<file path="src/rtl/arcade_bus_pkg.sv">
// arcade_bus_pkg: shared types and constants for the arcade core's ROM bus arbitration
package arcade_bus_pkg;
  typedef enum logic [1:0] {IDLE, ISSUE, WAIT_ACK} state_t;
  localparam logic REQ_M68K = 1'b0;
  localparam logic REQ_Z80 = 1'b1;
  localparam logic [22:0] Z80_BASE_DEF = 23'h040000;
endpackage

</file>
<file path="src/rtl/rom_bus_arbiter_if.sv">
// rom_bus_arbiter_if: level req / one-cycle ack word-wide ROM port
interface rom_bus_arbiter_if #(parameter int AW = 23);
  logic req;
  logic [AW-1:0] addr;
  logic ack;
  logic [15:0] data;
  modport master (output req, addr, input ack, data);
  modport slave (input req, addr, output ack, data);
endinterface

</file>
<file path="src/rtl/rise_edge_det.sv">
// rise_edge_det: registered copy of a select plus its rising-edge pulse
module rise_edge_det (
  input  logic clk,
  input  logic rst,
  input  logic d,
  output logic rise
);
  logic q;
  always_ff @(posedge clk) begin
    if (rst) q <= 1'b0;
    else q <= d;
  end
  assign rise = d & ~q;
endmodule

</file>
<file path="src/rtl/rom_bus_arbiter.sv">
// rom_bus_arbiter: round-robin sharing of one ROM port between the 68000 and the Z80
module rom_bus_arbiter import arcade_bus_pkg::*; #(
  parameter int ROM_AW = 23,
  parameter logic [ROM_AW-1:0] Z80_BASE = ROM_AW'(Z80_BASE_DEF)
) (
  input  logic clk_sys,
  input  logic reset,
  input  logic m68k_rom_cs,
  input  logic [23:0] m68k_a,
  output logic m68k_dtack_n,
  output logic [15:0] m68k_rom_dout,
  input  logic z80_rom_cs,
  input  logic [15:0] z80_addr,
  output logic z80_wait_n,
  output logic [7:0] z80_rom_dout,
  rom_bus_arbiter_if.master rom
);
  state_t state, state_n;
  logic m_rise, z_rise, m_pend, z_pend, m_done, z_done, m_done_n, z_done_n;
  logic gnt, last, wd, sel_hi, req, go, pick, gnt_cs, ack_ok, cap, m_cap, z_cap;
  logic [ROM_AW-1:0] addr_q;
  logic unused;
  assign unused = m68k_a[0];
  rise_edge_det u_m_edge (.clk(clk_sys), .rst(reset), .d(m68k_rom_cs), .rise(m_rise));
  rise_edge_det u_z_edge (.clk(clk_sys), .rst(reset), .d(z80_rom_cs), .rise(z_rise));
  assign go = state == IDLE && (m_pend || z_pend);
  assign pick = (m_pend && z_pend) ? ~last : (m_pend ? REQ_M68K : REQ_Z80);
  assign gnt_cs = gnt == REQ_Z80 ? z80_rom_cs : m68k_rom_cs;
  assign ack_ok = state == WAIT_ACK && rom.ack;
  // a grant whose select dropped at any point is finished on the bus but its data is dropped
  assign cap = ack_ok && !wd && gnt_cs;
  assign m_cap = cap && gnt == REQ_M68K;
  assign z_cap = cap && gnt == REQ_Z80;
  assign m_done_n = m68k_rom_cs && (m_done || m_cap);
  assign z_done_n = z80_rom_cs && (z_done || z_cap);
  assign z80_wait_n = !(z80_rom_cs && !z_done);
  assign rom.req = req;
  assign rom.addr = addr_q;
  always_comb begin
    state_n = state;
    case (state)
      IDLE: state_n = go ? ISSUE : IDLE;
      ISSUE: state_n = WAIT_ACK;
      WAIT_ACK: state_n = rom.ack ? IDLE : WAIT_ACK;
      default: state_n = IDLE;
    endcase
  end
  always_ff @(posedge clk_sys) begin
    if (reset) begin
      state <= IDLE;
      req <= 1'b0;
      addr_q <= '0;
      m68k_rom_dout <= '0;
      z80_rom_dout <= '0;
      m_pend <= 1'b0;
      z_pend <= 1'b0;
      m_done <= 1'b0;
      z_done <= 1'b0;
      m68k_dtack_n <= 1'b1;
      last <= REQ_Z80;
      gnt <= REQ_M68K;
      wd <= 1'b0;
      sel_hi <= 1'b0;
    end else begin
      state <= state_n;
      req <= state_n != IDLE;
      // a fresh edge wins over the ack clear so a re-request during service is kept
      m_pend <= m68k_rom_cs && (m_rise || (m_pend && !m_cap));
      z_pend <= z80_rom_cs && (z_rise || (z_pend && !z_cap));
      m_done <= m_done_n;
      z_done <= z_done_n;
      m68k_dtack_n <= !m_done_n;
      if (go) begin
        gnt <= pick;
        wd <= 1'b0;
        sel_hi <= z80_addr[0];
        addr_q <= pick == REQ_Z80 ? Z80_BASE + ROM_AW'(z80_addr[15:1]) : ROM_AW'(m68k_a[23:1]);
      end else if (state != IDLE && !gnt_cs) wd <= 1'b1;
      if (ack_ok) last <= gnt;
      if (m_cap) m68k_rom_dout <= rom.data;
      if (z_cap) z80_rom_dout <= sel_hi ? rom.data[15:8] : rom.data[7:0];
    end
  end
endmodule

</file>
<file path="src/flat_wrapper.sv">
// flat-port wrapper written by rule: the top's interface ports become plain ports
module rom_bus_arbiter_flat import arcade_bus_pkg::*;
#(
  parameter int ROM_AW = 23,
  parameter logic [ROM_AW-1:0] Z80_BASE = ROM_AW'(Z80_BASE_DEF)
)
  (clk_sys, reset, m68k_rom_cs, m68k_a, m68k_dtack_n, m68k_rom_dout, z80_rom_cs, z80_addr, z80_wait_n, z80_rom_dout, rom_req, rom_addr, rom_ack, rom_data);
  rom_bus_arbiter_if rom_i ();
  input  logic clk_sys;
  input  logic reset;
  input  logic m68k_rom_cs;
  input  logic [23:0] m68k_a;
  output logic m68k_dtack_n;
  output logic [15:0] m68k_rom_dout;
  input  logic z80_rom_cs;
  input  logic [15:0] z80_addr;
  output logic z80_wait_n;
  output logic [7:0] z80_rom_dout;
  output wire logic [$bits(rom_i.req)-1:0] rom_req;
  output wire logic [$bits(rom_i.addr)-1:0] rom_addr;
  input wire logic [$bits(rom_i.ack)-1:0] rom_ack;
  input wire logic [$bits(rom_i.data)-1:0] rom_data;
  assign rom_req = rom_i.req;
  assign rom_addr = rom_i.addr;
  assign rom_i.ack = rom_ack;
  assign rom_i.data = rom_data;
  rom_bus_arbiter #(.ROM_AW(ROM_AW), .Z80_BASE(Z80_BASE)) u_core (.clk_sys(clk_sys), .reset(reset), .m68k_rom_cs(m68k_rom_cs), .m68k_a(m68k_a), .m68k_dtack_n(m68k_dtack_n), .m68k_rom_dout(m68k_rom_dout), .z80_rom_cs(z80_rom_cs), .z80_addr(z80_addr), .z80_wait_n(z80_wait_n), .z80_rom_dout(z80_rom_dout), .rom(rom_i));
endmodule
</file>
<file path="config.mk">
export PLATFORM = sky130hd
export DESIGN_NAME = rom_bus_arbiter_flat
export DESIGN_NICKNAME = d
export VERILOG_FILES = /design/src/rtl/arcade_bus_pkg.sv /design/src/rtl/rom_bus_arbiter_if.sv /design/src/rtl/rise_edge_det.sv /design/src/rtl/rom_bus_arbiter.sv /design/src/flat_wrapper.sv
export SDC_FILE = /design/constraint.sdc
export NUM_CORES = 1
export LEC_CHECK = 0
export BUFFER_PORTS_ARGS = -buffer_cell sky130_fd_sc_hd__buf_4
export CAP_MARGIN = 20
export CELL_PAD_IN_SITES_DETAIL_PLACEMENT = 0
export CELL_PAD_IN_SITES_GLOBAL_PLACEMENT = 1
export CORE_ASPECT_RATIO = 1.5
export CORE_MARGIN = 2
export CORE_UTILIZATION = 30
export DETAILED_ROUTE_END_ITERATION = 7
export PLACE_DENSITY_LB_ADDON = 0.2
export SYNTH_ARGS = -nofsm -noshare
export SYNTH_HDL_FRONTEND = slang
export SYNTH_SLANG_ARGS = --single-unit
</file>
<file path="constraint.sdc">
create_clock -name clk_sys -period 1.3 [get_ports clk_sys]
set_input_delay 0.065 -clock clk_sys [delete_from_list [all_inputs] [get_ports clk_sys]]
set_output_delay 0.065 -clock clk_sys [all_outputs]
set_load 0.05 [all_outputs]
</file>
Word-level counts from Yosys, hierarchy flattened
Index checks and enable logic that the tools add are counted.

cells by class
  add/sub/neg operators = 1
  equality and inequality tests = 2
  multiplexer cells = 8
  bitwise logic cells = 6
  reductions and logical operators = 31

operators by type and width
  cell                                                 count
  two-way mux 23 bit                                   1
  adder 19 x 15 -> 20 bit, first input constant        1
  logical AND 1 bit                                    15
  two-way mux 8 bit                                    1
  zero test 1 bit                                      7
  one-hot mux 2 bit (3 select lines)                   1
  logical OR 1 bit                                     5
  two-way mux 1 bit                                    4
  NOT 1 bit                                            4
  nonzero test 2 bit                                   2
  AND 1 bit                                            2
  equality test 2 x 1 -> 1 bit, second input constant  1
  equality test 2 bit, second input constant           1
  zero test 2 bit                                      1
  two-way mux 2 bit                                    1
  OR reduction 2 bit                                   1

storage, ports and cells
  register bits after elaboration = 61
  input port bits = 61
  output and inout bits = 50

Longest topological paths before layout
Gate-level depths: netlist (run 1).

  depth after elaboration = 9
  depth in mapped cells = 6
  mapped depth without buffers = 4

By module
From an unflattened synthesis (run 1), not the netlist that was laid out.

second synthesis, totals
  cells, all modules = 273
  area, all modules = 2,583.7 µm²

modules (own cells, without submodules)
  module           instances  cells each  area each (µm²)
  rom_bus_arbiter  1          267         2,488.6
  rise_edge_det    2          3           47.5

Worst setup path after synthesis (run 1)
OpenSTA, ideal clock, no wires.

  path type = reg-to-reg
  start point = register u_core.z_pend
  end point = register u_core.addr_q[7], in the netlist u_core.rom.addr[7]
  setup time = 119 ps
  arrival = 1,320 ps
  setup slack = -139 ps
  cell stages (with the launch flop) = 6
  period minus slack after synthesis = 1,439 ps
  path through = dfxtp_1 inv_1 o21ai_2 buf_4 mux2i_1 o2bb2ai_4

on the way
  word-level cells in the longest chain between the ends = 3
  elaborated cells on any way between the ends = 5
  those cells by class = mux (2); reduce/logical (3)

ends and longest elaborated chain
  element                   line                   RTL
  start: declaration        rom_bus_arbiter.sv:19  logic m_rise, z_rise, m_pend, z_pend, m_done, z_done, m_done_n, z_done_n;
  start signal: assignment  rom_bus_arbiter.sv:69  z_pend <= z80_rom_cs && (z_rise || (z_pend && !z_cap));
  logical AND 1 bit         rom_bus_arbiter.sv:27  assign pick = (m_pend && z_pend) ? ~last : (m_pend ? REQ_M68K : REQ_Z80);
  two-way mux 1 bit         rom_bus_arbiter.sv:27
  two-way mux 23 bit        rom_bus_arbiter.sv:77  addr_q <= pick == REQ_Z80 ? Z80_BASE + ROM_AW'(z80_addr[15:1]) : ROM_AW'(m68k_a[23:1]);
  end signal: assignment    rom_bus_arbiter.sv:77
  end: declaration          rom_bus_arbiter.sv:21  logic [ROM_AW-1:0] addr_q;

Several ways; a longest one is shown, not always the timed one.
A chain may end at the register's enable or synchronous reset.

Worst setup path in the final report (run 1)
  start point = register u_core.state[1]
  end point = register u_core.addr_q[9], in the netlist u_core.rom.addr[9]

on the way
  word-level cells in the longest chain between the ends = 2

ends and longest elaborated chain
  element                   line                   RTL
  start: declaration        rom_bus_arbiter.sv:18  state_t state, state_n;
  start signal: assignment  rom_bus_arbiter.sv:65  state <= state_n;
  zero test 2 bit           rom_bus_arbiter.sv:26  assign go = state == IDLE && (m_pend || z_pend);
  logical AND 1 bit         rom_bus_arbiter.sv:26

No other way between the ends.

==> results of run 1 <==
[what timing repair did]
item	in CTS	in global routing
setup endpoints to repair	36	52
buffers inserted	4	8
hold endpoints to repair	23	0
gates cloned	3	0
hold buffers	23	0
pin swaps	10	9
gates resized for setup	28	42
[registers in the layout (all words and copies together), names as in the netlist]
signal	cells
u_core.state	2
u_core.u_z_edge.q	1
u_core.last	1
u_core.z80_rom_dout	8
u_core.gnt	1
u_core.m68k_dtack_n	1
u_core.z_done	1
u_core.z_pend	1
u_core.m68k_rom_dout	16
u_core.sel_hi	1
u_core.u_m_edge.q	1
u_core.rom.addr	23
u_core.rom.req	1
u_core.m_pend	1
u_core.m_done	1
u_core.wd	1
[worst min-delay path by stage]
stage	from	endpoint	depth (start not counted)
floorplan	reset	u_core.u_m_edge.q	1
global route	rom_data[3]	u_core.m68k_rom_dout[3]	3
global placement	m68k_a[21]	u_core.rom.addr[20]	2
finish	rom_data[3]	u_core.m68k_rom_dout[3]	3
CTS	rom_data[3]	u_core.m68k_rom_dout[3]	3
detailed placement	m68k_a[21]	u_core.rom.addr[20]	2
[worst max-delay path, cell delays in order, from the launching register on]
cell       delay, ns
dfxtp_2         0.32
or2_4           0.26
or3_4           0.45
buf_12          0.17
o2bb2ai_4       0.10
[cell usage after synthesis, types with 2 or more instances]
master      n
clkbuf_1    4
o21ai_0     3
o2bb2ai_2   8
a22o_1      8
inv_1       5
nor2b_1     2
a21oi_1    18
nand2b_1    2
a211oi_1    8
mux2i_1    23
dfxtp_1    61
o2bb2ai_1   7
buf_2       6
or3_1       2
nor2_1     16
nand2_1    35
nor3_1      3
[stage by stage]
step | hold WS [ns] | setup WS, ns | power (mW) | area (µm²) | util
final | 0.005643 | -0.07098 | 5.214 | 4385 | 0.5761
after global routing | 0.02029 | -0.1227 | 5.416 | 4385 | 0.5761
after CTS | 0.00004993 | -0.04115 | 5.204 | 4159 | 0.5464
after detailed placement | 0.2814 | -0.1096 | 2.863 | 3438 | 0.4517
after global placement | 0.2775 | -0.05581 | 2.858 | 3438 | 0.4517
after floorplan | 0.1529 | -0.09231 | 2.512 | 2381 | -
[final cells by class]
type	count	area [µm²]	share of cell area
Clock buffer	9	225.2	0.05136
Clock inverter	7	51.30	0.01170
Inverter	5	18.77	0.004280
Multi-Input combinational cell	147	1289	0.2939
Sequential cell	61	1226	0.2796
Tap cell	102	127.6	0.02910
Timing Repair Buffer	166	1448	0.3301
[layer usage]
| metal | part of all wire | up-vias |
|---|---|---|
| li1 | - | 1129 |
| met1 | 0.39 | 1080 |
| met2 | 0.54 | 74 |
| met3 | 0.060 | 11 |
| met4 | 0.017 | 0 |
| met5 | 0 | - |
[power by group]
group          total, mW  switching [mW]  internal (mW)
logic               1.02           0.529          0.491
clock network       2.18           0.889           1.29
registers           2.02          0.0615           1.95
[logic make-up (layout without fill, tap and decap cells)]
group	Yosys count	count (layout)	share of synthesized area
simple gates	65	65	0.1299
flops	61	61	0.5197
compound gates	59	59	0.2087
mux	23	23	0.09798
buf+inv	18	187	0.04366
==> flow_summary.json, run 1 <==
{
  "wl_per_cell_um": 14.39,
  "cts_tree": "yes",
  "cts_htree_levels": 3,
  "slew_headroom": 0.8149,
  "core-area_um2": 7612,
  "synth_edf_count": 0,
  "die-area_um2": 8571,
  "slew_viol_final": 0,
  "cellPowerDensity_nw_per_um2": 1189,
  "ys_types": 32,
  "post-route-drc-count": 0,
  "critPathArrivalTime_ns": 1.63,
  "ys_seq_elements": 61,
  "finalCriticalPeriod_ns": 1.371,
  "netlist_top_cells_area": "dfxtp_1 (52%), mux2i_1 (9.8%), nand2_1 (5.6%)",
  "tns_ns": -1.203,
  "outcome": "finished with violations",
  "drv_cap": 0,
  "critical_path_class": "reg -> reg",
  "fillers": 709,
  "drive_above_1_share": 0.5316,
  "nets": 451,
  "synth.avg_cell_area_um2": 10.40,
  "finClkSkew_ns": 0.004284,
  "final_cell_mix": "buf_4 (127), dfxtp_1 (57), nand2_1 (34), dlygate4sd3_1 (23), a21oi_1 (17)",
  "r2r_setup_slack_ns": -0.07,
  "synth-main-ff-cell": "dfxtp_1",
  "cp-startpoint": "u_core.state[1]",
  "startpoint_type": "flop",
  "r2r_end": "u_core.rom.addr[9]",
  "grt_pass1_vias": 2299,
  "end_kind": "flop",
  "fin_ws_ns": -0.07098,
  "cts_buffers": 9,
  "grtUsageTotal": 0.1611,
  "worstPathMaxFanout": 8,
  "gp_congestion": 0.7108,
  "synthArstFlopShare": 0,
  "endpoint": "u_core.rom.addr[9]",
  "synth_cells": 226,
  "dr_total_vias": 2294,
  "max_freq_mhz": 729.4,
  "hold_path.class": "in -> reg",
  "worst_pin_slew_ns": 0.2700,
  "grtUsageMet3": 0.05225,
  "synth_nets": 287,
  "drtAntennaViolNets": 0,
  "min_period_over_period": 1.055,
  "layout_commonest_cell": "buf_4",
  "yosysWarnings": 0,
  "floorplan.initialDensity": 0.3087,
  "violations": "negative setup slack",
  "dp_hpwl_um": 4567,
  "cellLeakagePower_nw": 1.878,
  "synth_top_area_frac": 0.5197,
  "portBuffers": 109,
  "antenna_found_initial": 0,
  "synthesis.area_um2": 2350,
  "via_per_inst": 4.616,
  "grt_util_met1": 0.1712,
  "die_h_um": 112.4,
  "cts.clk_slew.worst_paths_ns": 0.05,
  "cts-root-buf": "clkbuf_16",
  "rsz0062_at_grt": "true",
  "cts.sinks": 61,
  "instances_no_fill": 497,
  "cp.required_ns": 1.56,
  "grt_max_degree": 27,
  "area_growth_pct": 86.63,
  "seq_area_frac_synth": 0.5197,
  "drt-total-wl_um": 7152,
  "finalSetupViolCount": 26,
  "crit-reg2reg-launch": "u_core.state[1]",
  "dr.pass1.iters": 4,
  "hold_viol_final": 0,
  "initialDrtViolationCount": 77,
  "io_pins": 111,
  "fp-row-count": 39,
  "cts.path.max_buffers": 2,
  "top_usage_layer": "met2",
  "diodes": 0,
  "ir_worst_vdd_mv": 0.6480,
  "r2r_cells": 4,
  "dp_cells": 445,
  "clk-insertion-delay-late_ns": 0.32,
  "gr-usage-met2": 0.2873,
  "grt-ovfl-total": 0,
  "grt_pass1_wl_um": 10970,
  "netlist.top_cell.by_area": "dfxtp_1",
  "die_w_um": 76.26
}
(Power assumes the default switching activity.)
==> run 2: changes to the inputs <==
--- a/config.mk
+++ b/config.mk
@@ -13,7 +13,9 @@
 export CORE_MARGIN = 2
 export CORE_UTILIZATION = 30
 export DETAILED_ROUTE_END_ITERATION = 7
+export GPL_TIMING_DRIVEN = 0
 export PLACE_DENSITY_LB_ADDON = 0.2
+export SETUP_SLACK_MARGIN = 0.2
 export SYNTH_ARGS = -nofsm -noshare
 export SYNTH_HDL_FRONTEND = slang
 export SYNTH_SLANG_ARGS = --single-unit
==> run 2 against run 1 <==
The run still ends with negative setup slack left. Core utilization increased by 1.9 points. Combinational power is 4% lower. Critical path type unchanged. Global-route usage rose by 1.5 points. Sequential share of layout area is 0.90 points lower. Via count about the same. Clock power is 30% higher. Worst setup slack got worse by 0.062 ns. Clock-buffer cell count rose by 4. First-iteration DRC count is 30% lower. Worst hold slack improved by 0.0052 ns. Die area stayed put.
==> flow_summary.json, run 2 (synthesis results as in run 1) <==
{
  "outcome": "finished with violations",
  "violations": "negative setup slack",
  "wl_per_cell_um": 15.06,
  "min_period_over_period": 1.102,
  "dr.pass1.iters": 4,
  "combPwrFrac": 0.167,
  "min_from": "rom_data[14]",
  "max_freq_mhz": 697.8,
  "portBuffers": 109,
  "dp_cells": 437,
  "die_h_um": 112.4,
  "floorplan.initialDensity": 0.3087,
  "cts.path.max_buffers": 2,
  "finClkSkew_ns": 0.005775,
  "largest_reg_flops": 23,
  "post-route-drc-count": 0,
  "drive_above_1_share": 0.6343,
  "p_sw_mw": 1.397,
  "crit-reg2reg-launch": "u_core.state[0]",
  "cts_buffers": 9,
  "cts_htree_levels": 3,
  "cellPowerDensity_nw_per_um2": 1289,
  "drv_cap": 0,
  "die-area_um2": 8571,
  "power.total_mw": 5.833,
  "ir_worst_vdd_mv": 0.6909,
  "end_kind": "flop",
  "grt_pass1_wl_um": 11750,
  "internal_power_mw": 4.436,
  "grt-ovfl-total": 0,
  "rsz0062_at_grt": "true",
  "fin_ws_ns": -0.1330,
  "switching_share": 0.2396,
  "slew_viol_final": 0,
  "slew_headroom": 0.4881,
  "initialDrtViolationCount": 54,
  "grt_max_degree": 11,
  "dp_hpwl_um": 4787,
  "r2r_end": "u_core.sel_hi",
  "r2r_cells": 6,
  "diodes": 0,
  "layout_commonest_cell": "buf_4",
  "clkPwrFrac": 0.487,
  "cts-root-buf": "clkbuf_16",
  "cts.sinks": 61,
  "max_stage_delay_ns": 0.39,
  "hold_path.class": "in -> reg",
  "nets": 447,
  "fillers": 685,
  "critPathArrivalTime_ns": 1.70,
  "antenna_found_initial": 0,
  "startpoint_type": "flop",
  "hold_viol_final": 0,
  "grtUsageTotal": 0.1763,
  "worstPathMaxFanout": 4,
  "r2r_setup_slack_ns": -0.13,
  "clk-insertion-delay-late_ns": 0.32,
  "cp_slowest_cell": "or3_4",
  "instances_no_fill": 493,
  "grt_pass1_vias": 2362,
  "area_growth_pct": 92.65,
  "cellLeakagePower_nw": 1.951,
  "finalSetupViolCount": 47,
  "worst-path-buf-inv": 3,
  "drtAntennaViolNets": 0,
  "fp-row-count": 39,
  "finalCriticalPeriod_ns": 1.433,
  "multi_input_area_um2": 1393,
  "cts_tree": "yes",
  "tns_ns": -3.929,
  "dr_total_vias": 2292,
  "seq_power_share": 0.346,
  "cp_cell_sequence": "or2_4 -> or3_4 -> buf_8 -> buf_6 -> inv_2 -> a22o_1",
  "via_per_inst": 4.649,
  "regArea_um2": 1225,
  "hold_depth": 3,
  "cts.clk_slew.worst_paths_ns": 0.05,
  "io_pins": 111,
  "worst_pin_slew_ns": 0.7679,
  "gp_congestion": 0.7365,
  "final_cell_mix": "buf_4 (117), dfxtp_1 (58), buf_6 (24), mux2i_1 (20), nand2_1 (17)",
  "critical_path_class": "reg -> reg",
  "cp_top_family": "simple AND/OR/NAND/NOR gates",
  "holdWs_ns": 0.01083,
  "cp.required_ns": 1.56,
  "holdPathEnd": "u_core.m68k_rom_dout[14]",
  "drt-total-wl_um": 7427,
  "core-area_um2": 7612,
  "die_w_um": 76.26
}
==> run 2: how the worst max path moves through the flow <==
stage	start	to	slack, ns	cells past startpoint
after floorplan	u_core.state[1]	u_core.rom.addr[10]	-0.09	5
after global placement	u_core.state[0]	u_core.m68k_rom_dout[15]	-0.32	5
after detailed placement	u_core.state[0]	u_core.m68k_rom_dout[15]	-0.34	5
after CTS	u_core.state[0]	u_core.sel_hi	-0.15	6
after global routing	u_core.state[0]	u_core.rom.addr[22]	-0.19	5
final	u_core.state[0]	u_core.sel_hi	-0.13	6
==> run 2: metal layers <==
metal / GRT usage / up-vias / routed length (µm)
li1: - / 1119 / -
met1: 0.1800 / 1083 / 2714
met2: 0.3316 / 80 / 4131
met3: 0.05547 / 10 / 465
met4: 0.06667 / 0 / 115
met5: 0 / - / 0
==> run 2: through the flow <==
stage	setup slack [ns]	instance area (µm²)	util
after CTS	-0.1466	4267	0.5605
after global routing	-0.1910	4527	0.5947
after detailed placement	-0.3386	3333	0.4379
after global placement	-0.3171	3333	0.4379
final	-0.1330	4527	0.5947
after floorplan	-0.09231	2387	-
==> run 2: worst min-delay path: stages <==
cell	delay (ns)
buf_4	0.12
nand2_1	0.05
a21oi_1	0.05
==> run 2: repair_timing <==
item	in CTS	in global routing
gates cloned	4	0
setup endpoints to repair	55	59
hold endpoints to repair	10	0
setup buffers	21	5
gates resized for setup	77	51
hold buffers	10	0
pin swaps	57	11
==> run 2: power groups by stage <==
| stage | combinational, mW | sequential, mW | clock (mW) |
|---|---|---|---|
| floorplan | 0.258 | 2.25 | 0 |
| global placement | 0.779 | 2.04 | 0 |
| detailed placement | 0.783 | 2.05 | 0 |
| CTS | 0.927 | 2.01 | 2.89 |
| global route | 1.04 | 2.03 | 2.97 |
| finish | 0.976 | 2.02 | 2.84 |
==> run 2: area by class of cell <==
class,count,share of cell area
clock inverter,3,0.01990
multi-input combinational,147,0.3076
inverter,5,0.004146
clock buffer,13,0.05970
sequential,61,0.2706
tap,102,0.02819
timing repair buffer,149,0.2797
buffer,13,0.03013
==> run 3: changes to the inputs <==
--- a/config.mk
+++ b/config.mk
@@ -5,6 +5,7 @@
 export SDC_FILE = /design/constraint.sdc
 export NUM_CORES = 1
 export LEC_CHECK = 0
+export ABC_AREA = 1
 export BUFFER_PORTS_ARGS = -buffer_cell sky130_fd_sc_hd__buf_4
 export CAP_MARGIN = 20
 export CELL_PAD_IN_SITES_DETAIL_PLACEMENT = 0
==> run 3 against run 2 <==
The flow now finishes without violations. Worst hold slack improved by 0.0085 ns. Clock-buffer cell count decreased by 2. Critical path depth increased by 1. Global-route usage increased by 0.050 points. Critical path type unchanged. Critical endpoint is now u_core.m68k_rom_dout[6].
==> flow_summary.json, run 3 <==
{
  "outcome": "finished clean",
  "fp-row-count": 41,
  "cts.path.max_buffers": 2,
  "die-area_um2": 9382,
  "diodes": 0,
  "grt-ovfl-total": 0,
  "combPwrFrac": 0.216,
  "dp_hpwl_um": 5378,
  "core-area_um2": 8413,
  "internal_power_mw": 3.856,
  "synth_nets": 389,
  "end_kind": "flop",
  "max_freq_mhz": 851.5,
  "nets": 572,
  "yosysMostFrequentCell": "nand2_1",
  "initialDrtViolationCount": 73,
  "synth_top_family_by_area": "simple AND/OR/NAND/NOR gates",
  "cts_htree_levels": 3,
  "grt_pass1_wl_um": 12580,
  "slew_viol_final": 0,
  "gp_congestion": 0.7927,
  "cts.clk_slew.worst_paths_ns": 0.05,
  "min_period_over_period": 0.9034,
  "netlist_top_cells_area": "dfxtp_1 (47%), nand2_1 (9.2%), nor2_1 (8.3%)",
  "largest_reg_flops": 23,
  "floorplan.initialDensity": 0.3070,
  "synthArstFlopShare": 0,
  "seq_area_frac_synth": 0.4729,
  "cts_tree": "yes",
  "drive_above_1_share": 0.4651,
  "grtUsageTotal": 0.1768,
  "dr.pass1.iters": 4,
  "yosysWarnings": 0,
  "synthMuxAreaShare": 0.03101,
  "cts-root-buf": "clkbuf_16",
  "ys_seq_elements": 61,
  "critical_path_class": "reg -> reg",
  "finalCriticalPeriod_ns": 1.174,
  "synthSimpleGateAreaFrac": 0.2965,
  "fillers": 808,
  "synth_top_area_frac": 0.4729,
  "synthesis.area_um2": 2582,
  "seq_power_share": 0.377,
  "synth_compound_area_frac": 0.1139,
  "drv_cap": 0,
  "finClkSkew_ns": 0.005289,
  "drtAntennaViolNets": 0,
  "portBuffers": 109,
  "via_per_inst": 4.372,
  "critPathArrivalTime_ns": 1.44,
  "synth_commonest_cells": "nand2_1 (63), dfxtp_1 (61), nor2_1 (57)",
  "layout_commonest_cell": "buf_4",
  "yosys.area_share.xor_xnor": 0,
  "design_area_um2": 4760,
  "area_growth_pct": 84.30,
  "finalSetupViolCount": 0,
  "grt_pass1_vias": 2653,
  "grt_max_degree": 11,
  "cellPowerDensity_nw_per_um2": 1127,
  "yosys.area_share.adder": 0,
  "final_cell_mix": "buf_4 (121), nor2_1 (55), dfxtp_1 (54), nand2_1 (48), dlygate4sd3_1 (40)",
  "wl_per_cell_um": 13.25,
  "io_pins": 111,
  "netlist.top_cell.by_area": "dfxtp_1",
  "synth_edf_count": 0,
  "clk-insertion-delay-late_ns": 0.33,
  "post-route-drc-count": 0,
  "synth.avg_cell_area_um2": 7.873,
  "die_h_um": 117.6,
  "cp.required_ns": 1.57,
  "clkPwrFrac": 0.408,
  "cellLeakagePower_nw": 2.239,
  "dr_total_vias": 2724,
  "switching_share": 0.2810,
  "hold_viol_final": 0,
  "ir_worst_vdd_mv": 0.6900,
  "synth_cells": 328,
  "holdWs_ns": 0.01936,
  "drt-total-wl_um": 8254,
  "placed_area_um2": 3550,
  "slew_headroom": 0.6440,
  "rsz0062_at_grt": "true",
  "worst_pin_slew_ns": 0.5341,
  "p_sw_mw": 1.507,
  "synth-main-ff-cell": "dfxtp_1",
  "die_w_um": 79.76,
  "worstPathMaxFanout": 5,
  "cts.sinks": 61,
  "startpoint_type": "flop",
  "cts_buffers": 9,
  "ys_types": 28,
  "hold_path.class": "in -> reg",
  "antenna_found_initial": 0
}
-- run 3: cell types whose count changed in the layout (fill, tap and decap cells not counted), moves of 15 or more --
cell           previous run  this run
nor2_1                   10        55
nand2_1                  17        48
dlygate4sd3_1            10        40
inv_1                     4        23
nand3_1                   0        19
buf_6                    24         7
o21ai_1                   0        15
-- run 3: final cells by class --
class	count	area (µm²)	area share
inverters	28	115.1	0.02419
well taps	107	133.9	0.02813
clock inverters	5	25.02	0.005258
flip-flops and latches	61	1240	0.2605
repair buffers	172	1505	0.3162
clock buffers	11	252.7	0.05310
multi-input cells	224	1321	0.2776
plain buffers	15	166.4	0.03496
-- run 3: worst paths after layout --
kind                     start                       to  slack, ns  depth (start not counted)
max                 u_core.gnt  u_core.m68k_rom_dout[6]       0.13                          7
min reg2reg  u_core.u_z_edge.q            u_core.z_pend       0.40                          1
max reg2reg         u_core.gnt  u_core.m68k_rom_dout[6]       0.13                          7
min                 m68k_a[11]      u_core.rom.addr[10]       0.02                          3
-- run 3: timing repair --
item	CTS	global route
endpoints found under the hold margin	40	0
setup endpoints to repair	50	56
resized for setup	47	40
setup buffers	14	4
pin swaps	11	22
cloned	3	2
hold buffers	40	0
-- run 3: metal layers --
| metal | global-route usage | wire length (µm) |
|---|---|---|
| met1 | 0.1883 | 3116 |
| met2 | 0.3178 | 4532 |
| met3 | 0.05215 | 430 |
| met4 | 0.07097 | 174 |
| met5 | 0 | 0 |
-- run 3: per-stage QoR --
stage               instances  worst slack (ns)  power (mW)  setup TNS [ns]  utilization
finish                    623            0.1256       5.363               0       0.5657
global route              623           0.06255       5.604               0       0.5657
CTS                       617            0.1389       5.357               0       0.5399
detailed placement        544          -0.03707       2.944         -0.2707       0.4219
global placement          544          -0.03162       2.940         -0.2750       0.4219
floorplan                 328            0.2018       2.585               0            -
-- run 3: worst max-delay path, cell delays in order (launching register included) --
cell	delay, ns
dfxtp_4	0.36
inv_4	0.07
nand3_4	0.09
nor2_8	0.16
buf_6	0.15
clkbuf_16	0.15
o21ai_4	0.05
nor2_2	0.10
-- run 3: cell families after synthesis --
group | Yosys count
flops | 61
mux | 8
simple gates | 167
compound gates | 49
buf+inv | 43
-- run 3: power groups by stage --
stage	logic, mW	clock network (mW)	registers, mW
global route	1.23	2.34	2.03
global placement	0.889	0	2.05
CTS	1.09	2.25	2.02
finish	1.16	2.19	2.02
floorplan	0.305	0	2.28
detailed placement	0.891	0	2.05
